$ cat src/rtl/freqdiv_autorange.sv
// Auto-ranging controller for the 16-tap VCO divider: steps the tap select from
// fastest toward slower taps until the edge count in a timed window is in range.
module freqdiv_autorange #(
    parameter int unsigned WIN_W      = 16,
    parameter int unsigned CNT_W      = 16,
    parameter int unsigned SETTLE_CYC = 8
) (
    input  logic             Clk,
    input  logic             Resetn,
    input  logic             Start,
    input  logic             Abort,
    input  logic [WIN_W-1:0] Win_len,
    input  logic [CNT_W-1:0] Cnt_hi,
    input  logic [CNT_W-1:0] Cnt_lo,
    input  logic             Fdiv_in,
    output logic [3:0]       Fsel,
    output logic             Busy,
    output logic             Done,
    output logic [CNT_W-1:0] Count,
    output logic             Range_err
);

    localparam int unsigned SET_W = $clog2(SETTLE_CYC + 1);
    localparam int unsigned TMR_W = (WIN_W > SET_W) ? WIN_W : SET_W;

    localparam logic [2:0] ST_IDLE   = 3'd0;
    localparam logic [2:0] ST_SETTLE = 3'd1;
    localparam logic [2:0] ST_MEAS   = 3'd2;
    localparam logic [2:0] ST_EVAL   = 3'd3;
    localparam logic [2:0] ST_DONE   = 3'd4;

    localparam logic [TMR_W-1:0] SETTLE_LAST = TMR_W'(SETTLE_CYC - 1);
    localparam logic [CNT_W-1:0] CNT_MAX     = {CNT_W{1'b1}};

    logic [2:0]       state_q, state_d;
    logic [TMR_W-1:0] tmr_q, tmr_d;
    logic [WIN_W-1:0] win_q, win_d;
    logic [CNT_W-1:0] hi_q, hi_d;
    logic [CNT_W-1:0] lo_q, lo_d;
    logic [CNT_W-1:0] cnt_q, cnt_d;
    logic             prev_q, prev_d;
    logic [3:0]       fsel_q, fsel_d;
    logic             busy_q, busy_d;
    logic             done_q, done_d;
    logic [CNT_W-1:0] count_q, count_d;
    logic             rerr_q, rerr_d;

    logic             rise_c;
    logic [TMR_W-1:0] win_last_c;

    always_ff @(posedge Clk) begin
        if (!Resetn) begin
            state_q <= ST_IDLE;
            tmr_q   <= '0;
            win_q   <= '0;
            hi_q    <= '0;
            lo_q    <= '0;
            cnt_q   <= '0;
            prev_q  <= 1'b0;
            fsel_q  <= 4'd0;
            busy_q  <= 1'b0;
            done_q  <= 1'b0;
            count_q <= '0;
            rerr_q  <= 1'b0;
        end else begin
            state_q <= state_d;
            tmr_q   <= tmr_d;
            win_q   <= win_d;
            hi_q    <= hi_d;
            lo_q    <= lo_d;
            cnt_q   <= cnt_d;
            prev_q  <= prev_d;
            fsel_q  <= fsel_d;
            busy_q  <= busy_d;
            done_q  <= done_d;
            count_q <= count_d;
            rerr_q  <= rerr_d;
        end
    end

    // A zero window length is treated as a one-cycle window.
    always_comb begin
        rise_c     = Fdiv_in & ~prev_q;
        win_last_c = (win_q == '0) ? '0 : TMR_W'(win_q - WIN_W'(1));
    end

    always_comb begin
        state_d = state_q;
        tmr_d   = tmr_q;
        win_d   = win_q;
        hi_d    = hi_q;
        lo_d    = lo_q;
        cnt_d   = cnt_q;
        prev_d  = Fdiv_in;
        fsel_d  = fsel_q;
        busy_d  = busy_q;
        done_d  = 1'b0;
        count_d = count_q;
        rerr_d  = rerr_q;

        case (state_q)
            ST_IDLE: begin
                if (Start && !Abort) begin
                    win_d   = Win_len;
                    hi_d    = Cnt_hi;
                    lo_d    = Cnt_lo;
                    fsel_d  = 4'd0;
                    rerr_d  = 1'b0;
                    busy_d  = 1'b1;
                    tmr_d   = '0;
                    state_d = ST_SETTLE;
                end
            end
            ST_SETTLE: begin
                if (tmr_q == SETTLE_LAST) begin
                    tmr_d   = '0;
                    cnt_d   = '0;
                    state_d = ST_MEAS;
                end else begin
                    tmr_d = tmr_q + TMR_W'(1);
                end
            end
            ST_MEAS: begin
                if (rise_c && (cnt_q != CNT_MAX)) begin
                    cnt_d = cnt_q + CNT_W'(1);
                end
                if (tmr_q == win_last_c) begin
                    tmr_d   = '0;
                    state_d = ST_EVAL;
                end else begin
                    tmr_d = tmr_q + TMR_W'(1);
                end
            end
            ST_EVAL: begin
                // Result is published on the edge leaving EVAL; Busy drops there too.
                if ((cnt_q > hi_q) && (fsel_q != 4'd15)) begin
                    fsel_d  = fsel_q + 4'd1;
                    tmr_d   = '0;
                    state_d = ST_SETTLE;
                end else begin
                    if ((cnt_q > hi_q) || (cnt_q < lo_q)) begin
                        rerr_d = 1'b1;
                    end
                    done_d  = 1'b1;
                    count_d = cnt_q;
                    busy_d  = 1'b0;
                    state_d = ST_DONE;
                end
            end
            ST_DONE: begin
                state_d = ST_IDLE;
            end
            default: begin
                state_d = ST_IDLE;
                busy_d  = 1'b0;
            end
        endcase

        if (Abort && (state_q != ST_IDLE)) begin
            state_d = ST_IDLE;
            busy_d  = 1'b0;
            done_d  = 1'b0;
            fsel_d  = fsel_q;
            count_d = count_q;
            rerr_d  = rerr_q;
        end
    end

    assign Fsel      = fsel_q;
    assign Busy      = busy_q;
    assign Done      = done_q;
    assign Count     = count_q;
    assign Range_err = rerr_q;

endmodule
$ cat config.mk
export PLATFORM = sky130hd
export DESIGN_NAME = freqdiv_autorange
export DESIGN_NICKNAME = d
export VERILOG_FILES = /design/src/rtl/freqdiv_autorange.sv
export SDC_FILE = /design/constraint.sdc
export NUM_CORES = 1
export LEC_CHECK = 0
export ABC_AREA = 0
export BUFFER_PORTS_ARGS = -buffer_cell sky130_fd_sc_hd__buf_2
export CAP_MARGIN = 5
export CELL_PAD_IN_SITES_DETAIL_PLACEMENT = 0
export CELL_PAD_IN_SITES_GLOBAL_PLACEMENT = 1
export CORE_MARGIN = 4
export CORE_UTILIZATION = 25
export DETAILED_ROUTE_END_ITERATION = 7
export GPL_ROUTABILITY_DRIVEN = 0
export PLACE_DENSITY = 0.56
export SLEW_MARGIN = 20
export SYNTH_ARGS = -nofsm -noshare
export SYNTH_HDL_FRONTEND = slang
export SYNTH_SLANG_ARGS = --single-unit
$ cat constraint.sdc
create_clock -name Clk -period 3.21 [get_ports Clk]
set_clock_uncertainty 0.05 [all_clocks]
set_input_delay 0.642 -clock Clk [delete_from_list [all_inputs] [get_ports Clk]]
set_output_delay 0.642 -clock Clk [all_outputs]
set_load 0.02 [all_outputs]
# ---- Word level (Yosys, flattened, before mapping)
# Cells that the tools add are included.
dict set report word_totals {
  register_bits 107
  output_inout_bits 23
  wordCells 88
}
dict set report op_classes {
  mux 25
  reduce_logical 23
  order_cmp 2
  eq_ne 15
  add_sub_neg 4
  n_bitwise 7
}
# op count
set op_table {}
lappend op_table {{16-bit 2-to-1 mux} 7}
lappend op_table {{16-bit case mux with 4 select lines} 1}
lappend op_table {{16-bit by 1-bit adder with 16-bit output, second input constant} 2}
lappend op_table {{16-bit case mux with 2 select lines} 1}
lappend op_table {{16-bit equality test} 1}
lappend op_table {{16-bit by 3-bit equality test with 1-bit output, second input constant} 1}
lappend op_table {{16-bit greater-than comparator} 1}
lappend op_table {{16-bit logical NOT} 1}
lappend op_table {{16-bit < comparator} 1}
lappend op_table {{16-bit != test, second input constant} 1}
lappend op_table {{16-bit by 1-bit subtractor with 16-bit output, second input constant} 1}
lappend op_table {{3-bit AND reduction} 5}
lappend op_table {{2-bit != test, second input constant} 7}
lappend op_table {{3-bit 2-to-1 mux} 4}
lappend op_table {{3-bit case mux with 4 select lines} 1}
lappend op_table {{4-bit 2-to-1 mux} 2}
lappend op_table {{4-bit case mux with 2 select lines} 1}
lappend op_table {{3-bit by 2-bit equality test with 1-bit output, second input constant} 2}
lappend op_table {{1-bit 2-to-1 mux} 6}
lappend op_table {{1-bit inverter} 6}
lappend op_table {{3-bit OR reduction} 2}
lappend op_table {{5-bit AND reduction} 1}
lappend op_table {{4-bit by 1-bit adder with 4-bit output, second input constant} 1}
lappend op_table {{1-bit logical AND} 4}
lappend op_table {{15 further kinds} 16}

# ---- Depth between registers and ports, before layout
# Gate-level depths: netlist of run 1.
dict set report logic_depth {
  word_depth 5
  mapped_depth 12
}

# ---- Worst setup path after synthesis of run 1
# No wires, ideal clock.
dict set report synth_path {
  path_kind {register to register}
  start {register win_q[0]}
  end {register tmr_q[8]}
  arrival_time_ns 3.061
  required_ns 3.038
  path_slack_ns -0.023
  period_less_slack_ns 3.233
  stages_incl_launch_ff 12
  setup_time_ns 0.122
  path_cell_list {dfxtp_1 > inv_1 > ha_1 > or3b_2 > clkbuf_1 > nor3_1 > xor2_1 > or4b_2 > a2111oi_4 > buf_6 > nor3_1 > a221o_1}
}
dict set report synth_via {
  elab_chain_len 5
  word_cells_on_any_way 6
}
# item line
set synth_rtl {}
lappend synth_rtl {{start, declared} 37} ;# logic [WIN_W-1:0] win_q, win_d;
lappend synth_rtl {{start signal, assigned} 68} ;# win_q <= win_d;
lappend synth_rtl {{16-bit by 1-bit subtractor with 16-bit output or 16-bit logical NOT (tied branches)} 84} ;# win_last_c = (win_q == '0) ? '0 : TMR_W'(win_q - WIN_W'(1));
lappend synth_rtl {{16-bit 2-to-1 mux (*)} 84}
lappend synth_rtl {{16-bit equality test (*)} 127} ;# if (tmr_q == win_last_c) begin
lappend synth_rtl {{16-bit 2-to-1 mux (*)} 127}
lappend synth_rtl {{16-bit case mux with 4 select lines (*)} 101} ;# case (state_q)
lappend synth_rtl {{end signal, assigned} 67} ;# tmr_q <= tmr_d;
lappend synth_rtl {{end, declared} 36} ;# logic [TMR_W-1:0] tmr_q, tmr_d;
# Every way passes the cells marked *; elsewhere a longest branch is shown, timed or not.
# A chain may end at the register's enable or synchronous reset.

# ---- Worst setup path after layout of run 1
dict set report layout_path {
  start {register win_q[4]}
  end {register tmr_q[12]}
}
# The elaborated chain is that of the path after synthesis.

==> results of run 1 <==
-- repair_timing --
| item | CTS | global route |
|---|---|---|
| gates resized for setup | 7 | 7 |
| hold buffers | 0 | 0 |
| setup endpoints to repair | 16 | 12 |
| setup buffers | 0 | 1 |
| pin swaps | 3 | 5 |
-- worst reg2reg max path: cells and delay by family (launching register included) --
family / cells / cell delay, ns
AND/OR/NAND/NOR: 3 / 1.26
AO/OA/AOI/OAI: 5 / 1.23
flip-flops: 1 / 0.32
buffers and inverters: 1 / 0.18
-- final timing paths --
check / to / slack (ns)
min reg2reg: lo_q[3]$_SDFFE_PN0P_ / 0.41
max: tmr_q[12]$_SDFFE_PN0P_ / 0.06
min: lo_q[3]$_SDFFE_PN0P_ / 0.41
max reg2reg: tmr_q[12]$_SDFFE_PN0P_ / 0.06
-- cell type report --
type | count | area share [%]
well taps | 319 | 5.35
repair buffers | 148 | 12.6
flip-flops and latches | 107 | 28.7
multi-input cells | 552 | 46.9
clock inverters | 7 | 1.17
inverters | 43 | 2.16
clock buffers | 9 | 3.02
-- per-layer routing --
metal,wire (um),vias up,GRT usage (%)
met4,184,0,3.27
met3,636,14,2.54
li1,-,2829,-
met2,9230,97,25.3
met1,8390,2498,17.5
met5,0,-,0
-- layout by cell type, fill, tap and decap left out, types with 12 or more instances in the layout --
master,instances
a21o_1,15
nor2_1,63
ha_1,34
inv_1,42
nand2_1,126
dfxtp_1,105
buf_4,70
nand3_1,29
buf_2,75
xor2_1,21
xnor2_1,12
a21oi_1,67
mux2i_1,17
-- stage by stage --
stage | setup TNS [ns] | worst slack (ns)
after CTS | 0 | 0.0278
after global placement | -0.860 | -0.0900
after detailed placement | -1.19 | -0.112
after global routing | -0.148 | -0.0404
after floorplan | 0 | 0.00935
final | 0 | 0.0592
-- power breakdown --
group	internal, uW	switching [uW]
Sequential	1430	101
Clock	566	613
Combinational	685	929
Total	2680	1640
-- cells by family after synthesis --
group                      share of synthesized area (%)
xor gates and xnor gates                            4.88
AOI/OAI and AO/OA                                   17.3
DFF                                                 36.2
and+or+nand+nor                                     25.7
muxes                                               2.87
adders and majority gates                           7.39
buffers and inverters                               5.70
-- registers in the layout (all words and copies together) (netlist names) --
signal	cells
Count	16
cnt_q	16
hi_q	16
lo_q	16
tmr_q	16
win_q	16
Fsel	4
state_q	3
Busy	1
Done	1
Range_err	1
prev_q	1
==> run summary, run 1 <==
Filler cell count -> 2,585
Mapped Area -> 5920 sq um
Fraction of layout instances using a drive strength above 1 -> 22.3%
YS warnings -> 0
Worst Hold Slack -> 0.408 ns
Initial DRC count -> 238
Crit share post-route -> 98.2%
Reg area -> 2140 sq um
Crit path max-delay family -> simple AND/OR/NAND/NOR gates
Port Buf Inserts -> 75
Status -> finished, final reports clean
Total grt overflow -> 0
Crit path depth -> 9
Initial Util -> 25.3%
Final non-filler cell total -> 1,185
Worst Tran Pin Value -> 0.607 ns
Clock-pin transition on the worst setup and hold timing paths -> 0.08 ns
Routed wire length -> 18.4 mm
Chip height -> 162 um
Top FF cell, synth -> dfxtp_1
Initial antenna violation count -> 0
Leakage -> 0.00316 uW
Syn Inst Count -> 746
WL/cell -> 15.6 um
Mapped Nets -> 834
WP buf/inv -> 1
Most instantiated cells after synthesis -> nand2_1, dfxtp_1, a21oi_1, nor2_1, inv_1
Nets -> 949
GRT Util Overall -> 14.1%
Ys async rst share -> 0%
PD cells -> 579 nW/um^2
Root buf cell -> clkbuf_16
Critical Path AT -> 3.35 ns
Slowest stage cell, crit path -> or4_4
Vias in the first global route -> 5,452
Final Util -> 31.9%
Hpwl dp -> 14.4 mm
DRC viols -> 0
Hold Crit Start -> lo_q[3]$_SDFFE_PN0P_
Peak supply drop -> 0.228 mV
Max H-tree Level -> 3
Dpl cells -> 1,168
Max clock buf depth -> 2
RR Startpoint -> win_q[4]$_SDFFE_PN0P_
Layout area overhead -> 26.0%
Max_slew headroom -> 59.5%
Max-Cap Viols -> 0
CP max stage delay -> 0.60 ns
Startpoint types -> flip-flop
Worst setup EP type -> flip-flop
Critical Path Source -> win_q[4]$_SDFFE_PN0P_
CORE AREA -> 23,400 sq um
Unique masters post-synth -> 66
Skew-Pair Late Insertion Delay -> 0.37 ns
First-pass GRT wire length -> 29.2 mm
Synth top area share -> 36.2%
# diodes -> 0
Die outline width -> 162 um
Req. time, crit path -> 3.41 ns
FP Rows -> 56
Largest net degree at the start of global routing -> 55
Final slew viol count -> 0
Multi-input gate area -> 3500 sq um
Most common cell in the netlist -> nand2_1
#FFs+latches synth -> 107
WHS Path Cells -> 2
CTS tree -> yes
Vias post-DR -> 5,438
Worst R2R Path Depth -> 9
Vias per cell -> 4.59
Hold Fails Final Rpt -> 0
Final instance area -> 7470 sq um
Area leader, netlist -> dfxtp_1
Worst path cell trace -> or4_1 > or4_4 > o32a_1 > o22ai_2 > o2111ai_2 > a2111oi_4 > nor3_2 > buf_4 > a221o_1
First-pass DRT Iterations -> 4
Kind of critical path -> flip-flop to flip-flop
EDFF count, synth -> 0
RSZ-0062 raised after global routing -> yes
TritonCTS Buffers -> 9
Placed standard-cell area -> 7090 sq um
Avg Inst Size Synth -> 7.94 sq um
Largest fanout on the critical path -> 7
CTS sink cnt -> 107
I/O pin total -> 76
Worst Hold Class -> flip-flop to flip-flop
Final ANT Viol Nets -> 0
Final setup viols -> 0
Power Total -> 4320 uW
Achievable clock frequency -> 317 MHz
Die ar. -> 26,200 sq um
Sequential share of the synthesized area -> 36.2%
Synth area leaders -> dfxtp_1, nand2_1, ha_1
Tmin final -> 3.15 ns
(Power assumes the default switching activity.)
==> inputs of run 2 (changes only) <==
--- a/config.mk
+++ b/config.mk
@@ -10,6 +10,7 @@
 export CAP_MARGIN = 5
 export CELL_PAD_IN_SITES_DETAIL_PLACEMENT = 0
 export CELL_PAD_IN_SITES_GLOBAL_PLACEMENT = 1
+export CORE_ASPECT_RATIO = 1.5
 export CORE_MARGIN = 4
 export CORE_UTILIZATION = 25
 export DETAILED_ROUTE_END_ITERATION = 7
==> run 2 against run 1 <==
Net effect: hold slack got worse by 0.0025 ns; register-to-register slack hardly changed; maximum frequency barely moved; final cell count increased by 0.17%; die area rose by 0.19%; wire length is 5.2% higher; power is 2.3% higher; worst setup slack worse by 0.0028 ns; global-route usage increased by 0.54 points; combinational power up 5%.
==> run summary, run 2 (synthesized netlist as in run 1, its figures left out) <==
Tmin final -> 3.15 ns
Max-Cap Viols -> 0
Gate power share -> 38.1%
Achievable clock frequency -> 317 MHz
Die ar. -> 26,300 sq um
Startpoint types -> flip-flop
Worst setup EP type -> flip-flop
Leakage -> 0.00320 uW
Port Buf Inserts -> 75
Multi-input gate area -> 3550 sq um
Die outline width -> 134 um
PD cells -> 585 nW/um^2
Switching power -> 1640 uW
CP max stage delay -> 0.60 ns
Worst Tran Pin Value -> 0.638 ns
Worst R2R Path Depth -> 10
Skew-Pair Late Insertion Delay -> 0.36 ns
Vias per cell -> 4.68
Crit-path most repeated cell -> or4_4
Final Util -> 32.7%
Critical Path Source -> win_q[5]$_SDFFE_PN0P_
Max H-tree Level -> 3
Final slew viol count -> 0
Largest fanout on the critical path -> 6
# diodes -> 0
Final ANT Viol Nets -> 0
Req. time, crit path -> 3.41 ns
Final non-filler cell total -> 1,187
Crit share post-route -> 98.2%
Hold Fails Final Rpt -> 0
RR Startpoint -> win_q[5]$_SDFFE_PN0P_
Reg area -> 2150 sq um
RSZ-0062 raised after global routing -> yes
I/O pin total -> 76
Clock power frac -> 27.4%
Switching share of power -> 37.1%
CTS tree -> yes
Fraction of layout instances using a drive strength above 1 -> 24.4%
Hpwl dp -> 15.2 mm
Initial DRC count -> 216
Routed wire length -> 19.4 mm
Slowest stage cell, crit path -> or4_4
Setup TNS -> 0 ns
Peak supply drop -> 0.258 mV
Most common cell after layout, fill and taps aside -> nand2_1
Sequential Power Share -> 34.5%
Placed standard-cell area -> 7120 sq um
Layout area overhead -> 27.6%
Dpl cells -> 1,169
Initial Util -> 25.6%
Largest net degree at the start of global routing -> 57
Filler cell count -> 2,590
Final setup viols -> 0
Vias post-DR -> 5,550
Final instance area -> 7560 sq um
Max clock buf depth -> 2
Root buf cell -> clkbuf_16
Total grt overflow -> 0
WL/cell -> 16.3 um
FP Rows -> 68
Vias in the first global route -> 5,584
CORE AREA -> 23,100 sq um
CTS sink cnt -> 107
Initial antenna violation count -> 0
First-pass GRT wire length -> 30.0 mm
Worst path cell trace -> or4_4 > or4_4 > o32a_1 > o22ai_2 > o2111ai_2 > a2111oi_4 > buf_4 > buf_6 > nor3_1 > a221o_1
Status -> finished, final reports clean
Most frequent cells in the layout -> nand2_1, dfxtp_1, buf_4, buf_2, a21oi_1
DRC viols -> 0
Worst Hold Class -> flip-flop to flip-flop
Critical R2R Capture -> tmr_q[8]$_SDFFE_PN0P_
First-pass DRT Iterations -> 4
Nets -> 955
Kind of critical path -> flip-flop to flip-flop
Last element of the critical path -> tmr_q[8]$_SDFFE_PN0P_
Clock-pin transition on the worst setup and hold timing paths -> 0.08 ns
Cell Int Power -> 2780 uW
Chip height -> 197 um
Reg2Reg Setup Slack -> 0.06 ns
GRT Util Overall -> 14.6%
TritonCTS Buffers -> 9
Critical Path AT -> 3.35 ns
Max_slew headroom -> 57.4%
## run 2: worst min path at each step
stage / from / end / slack (ns) / depth (start not counted)
after floorplan: hi_q[10]$_SDFFE_PN0P_ / hi_q[10]$_SDFFE_PN0P_ / 0.39 / 2
after global placement: hi_q[6]$_SDFFE_PN0P_ / hi_q[6]$_SDFFE_PN0P_ / 0.39 / 2
after detailed placement: hi_q[8]$_SDFFE_PN0P_ / hi_q[8]$_SDFFE_PN0P_ / 0.40 / 2
after CTS: hi_q[8]$_SDFFE_PN0P_ / hi_q[8]$_SDFFE_PN0P_ / 0.41 / 2
after global routing: hi_q[1]$_SDFFE_PN0P_ / hi_q[1]$_SDFFE_PN0P_ / 0.43 / 2
final: hi_q[3]$_SDFFE_PN0P_ / hi_q[3]$_SDFFE_PN0P_ / 0.41 / 2
## run 2: repair_timing
action                     in CTS  in global routing
gates cloned                    1                  0
resized for setup              13                 17
hold buffers                    0                  0
setup buffers                   0                  1
pin swaps                       6                  9
setup endpoints to repair      18                 18
## run 2: layout make-up
class,count,share of cell area (%)
well taps,315,5.22
inverters,43,2.14
repair buffers,154,13.0
multi-input cells,552,47.0
clock buffers,9,2.98
flip-flops and latches,107,28.4
clock inverters,7,1.16
## run 2: power by group through the flow
stage,Clock (uW),Combinational [uW],Sequential [uW]
floorplan,0,1040,1530
global placement,0,1620,1550
detailed placement,0,1620,1550
CTS,1250,1670,1520
global route,1300,1870,1540
finish,1210,1690,1520
## run 2: per-layer routing
| metal | vias to the layer above | wire length (um) | global-route usage, % |
|---|---|---|---|
| met1 | 2594 | 7510 | 15.3 |
| met5 | - | 0 | 0 |
| met4 | 0 | 623 | 6.10 |
| li1 | 2847 | - | - |
| met3 | 26 | 538 | 2.04 |
| met2 | 83 | 10700 | 28.9 |
## run 2: worst max-delay path: cells and delay by family, from the launching register on
| kind | cells | cell delay, ns |
|---|---|---|
| AO/OA/AOI/OAI | 5 | 1.16 |
| buffers and inverters | 2 | 0.33 |
| flip-flops | 1 | 0.32 |
| AND/OR/NAND/NOR | 3 | 1.19 |
## run 2: metrics by stage
stage	setup WS, ns	total power (uW)	hold slack [ns]
finish	0.0564	4420	0.406
global route	-0.0769	4710	0.428
CTS	0.00530	4440	0.410
detailed placement	-0.168	3170	0.398
global placement	-0.108	3160	0.393
floorplan	0.00935	2570	0.386
==> inputs of run 3 (changes only) <==
--- a/config.mk
+++ b/config.mk
@@ -16,6 +16,7 @@
 export DETAILED_ROUTE_END_ITERATION = 7
 export GPL_ROUTABILITY_DRIVEN = 0
 export PLACE_DENSITY = 0.56
+export RECOVER_POWER = 25
 export SLEW_MARGIN = 20
 export SYNTH_ARGS = -nofsm -noshare
 export SYNTH_HDL_FRONTEND = slang
==> run 3 against run 2 <==
Net effect: sequential share of layout area up 0.14 points; die area unchanged; maximum frequency up 0.16%; first-iteration DRC count down 0.46%; global-route usage unchanged; non-clock buffer count stayed put; hold slack about the same; design area down 0.48%; combinational power about the same; critical path depth did not move; core utilization fell by 0.16 points; critical endpoint unchanged; largest power group unchanged; highest routed layer unchanged.
==> run summary, run 3 (synthesized netlist as in run 1, its figures left out) <==
Initial DRC count -> 215
Final Util -> 32.5%
Die ar. -> 26,300 sq um
Switching share of power -> 37.2%
Vias per cell -> 4.68
CTS sink cnt -> 107
Max-Cap Viols -> 0
WHS Path Cells -> 2
First-pass GRT wire length -> 30.0 mm
Gate power share -> 38.0%
Dpl cells -> 1,169
Cell Int Power -> 2780 uW
Max clock buf depth -> 2
PD cells -> 587 nW/um^2
Nets -> 955
Chip height -> 197 um
Worst setup margin -> 0.0614 ns
Most frequent cells in the layout -> nand2_1, dfxtp_1, buf_4, a21oi_1, nor2_1
CORE AREA -> 23,100 sq um
Worst setup EP type -> flip-flop
TritonCTS Buffers -> 9
Most common cell after layout, fill and taps aside -> nand2_1
Req. time, crit path -> 3.41 ns
Largest fanout on the critical path -> 6
Final ANT Viol Nets -> 0
Clock-pin transition on the worst setup and hold timing paths -> 0.08 ns
Fraction of layout instances using a drive strength above 1 -> 21.6%
First-pass DRT Iterations -> 4
WL/cell -> 16.3 um
Port Buf Inserts -> 75
Layout area overhead -> 27.0%
Leakage -> 0.00309 uW
Dpl ws -> -0.168 ns
Hpwl dp -> 15.2 mm
Kind of critical path -> flip-flop to flip-flop
Max_slew headroom -> 19.6%
DRC viols -> 0
Hold Fails Final Rpt -> 0
Final non-filler cell total -> 1,187
Worst R2R Path Depth -> 10
Die outline width -> 134 um
Routed wire length -> 19.3 mm
Max H-tree Level -> 3
Startpoint types -> flip-flop
Sequential Power Share -> 34.5%
Switching power -> 1640 uW
Achievable clock frequency -> 318 MHz
Initial Util -> 25.6%
# diodes -> 0
Largest net degree at the start of global routing -> 57
Root buf cell -> clkbuf_16
Worst Hold Class -> flip-flop to flip-flop
Peak supply drop -> 0.248 mV
CTS tree -> yes
I/O pin total -> 76
Initial antenna violation count -> 0
Crit share post-route -> 98.1%
Clock power frac -> 27.5%
Worst Tran Pin Value -> 1.21 ns
Worst Hold Slack -> 0.405 ns
Post-CTS Hold Fix Bufs -> 0
Final setup viols -> 0
Skew-Pair Late Insertion Delay -> 0.37 ns
Tmin final -> 3.15 ns
Status -> finished, final reports clean
Vias post-DR -> 5,552
RSZ-0062 raised after global routing -> yes
Critical Path AT -> 3.35 ns
Total grt overflow -> 0
Vias in the first global route -> 5,584
FP Rows -> 68
Power Total -> 4420 uW
Filler cell count -> 2,599
GRT Util Overall -> 14.6%
Final slew viol count -> 0
==> run 3: cell types whose count changed in the layout (fill, tap and decap cells not counted) <==
cell,before,now
buf_2,75,52
buf_4,77,75
clkbuf_1,0,25
==> run 3: critical path, stage by stage (launching register included) <==
cell and delay [ns]:
dfxtp_2 0.32, or4_4 0.54, or4_4 0.60, o32a_1 0.21, o22ai_2 0.19, o2111ai_2 0.17, a2111oi_4 0.33, buf_4 0.20
buf_6 0.13, nor3_1 0.05, a221o_1 0.25
==> run 3: layout make-up <==
cell class | instances | area [sq um] | area share (%)
multi-input cells | 552 | 3550 | 47.3
flip-flops and latches | 107 | 2150 | 28.6
repair buffers | 154 | 948 | 12.6
well taps | 315 | 394 | 5.24
clock buffers | 9 | 225 | 2.99
inverters | 43 | 161 | 2.15
clock inverters | 7 | 87.6 | 1.16
==> run 3: timing repair <==
item	CTS	global route
pin swaps	6	9
gates cloned	1	0
endpoints found under the setup margin	18	18
setup buffers	0	1
gates resized for setup	13	17
==> run 3: per-stage QoR <==
| stage | TNS [ns] | area (sq um) |
|---|---|---|
| after floorplan | 0 | 5930 |
| after global placement | -1.34 | 7120 |
| after detailed placement | -2.32 | 7120 |
| after CTS | 0 | 7500 |
| after global routing | -0.763 | 7520 |
| final | 0 | 7520 |
==> run 3: per-layer routing <==
metal / global-route usage, % / vias to the layer above / part of all wire (%)
li1: - / 2848 / -
met1: 15.3 / 2594 / 39
met2: 28.9 / 84 / 55
met3: 2.04 / 26 / 2.4
met4: 6.10 / 0 / 3.2
met5: 0 / - / 0
==> run 3: path summary, 6_finish.rpt <==
path | start | to | slack, ns
hold / removal | hi_q[3]$_SDFFE_PN0P_ | hi_q[3]$_SDFFE_PN0P_ | 0.41
setup / recovery | win_q[5]$_SDFFE_PN0P_ | tmr_q[8]$_SDFFE_PN0P_ | 0.06
hold reg to reg | hi_q[3]$_SDFFE_PN0P_ | hi_q[3]$_SDFFE_PN0P_ | 0.41
setup reg to reg | win_q[5]$_SDFFE_PN0P_ | tmr_q[8]$_SDFFE_PN0P_ | 0.06
==> run 3: power by group through the flow <==
stage                     sequential (uW)  clock (uW)  combinational (uW)
after global placement               1550           0                1620
after floorplan                      1530           0                1040
final                                1520        1210                1680
after detailed placement             1550           0                1620
after CTS                            1520        1250                1670
after global routing                 1540        1300                1860
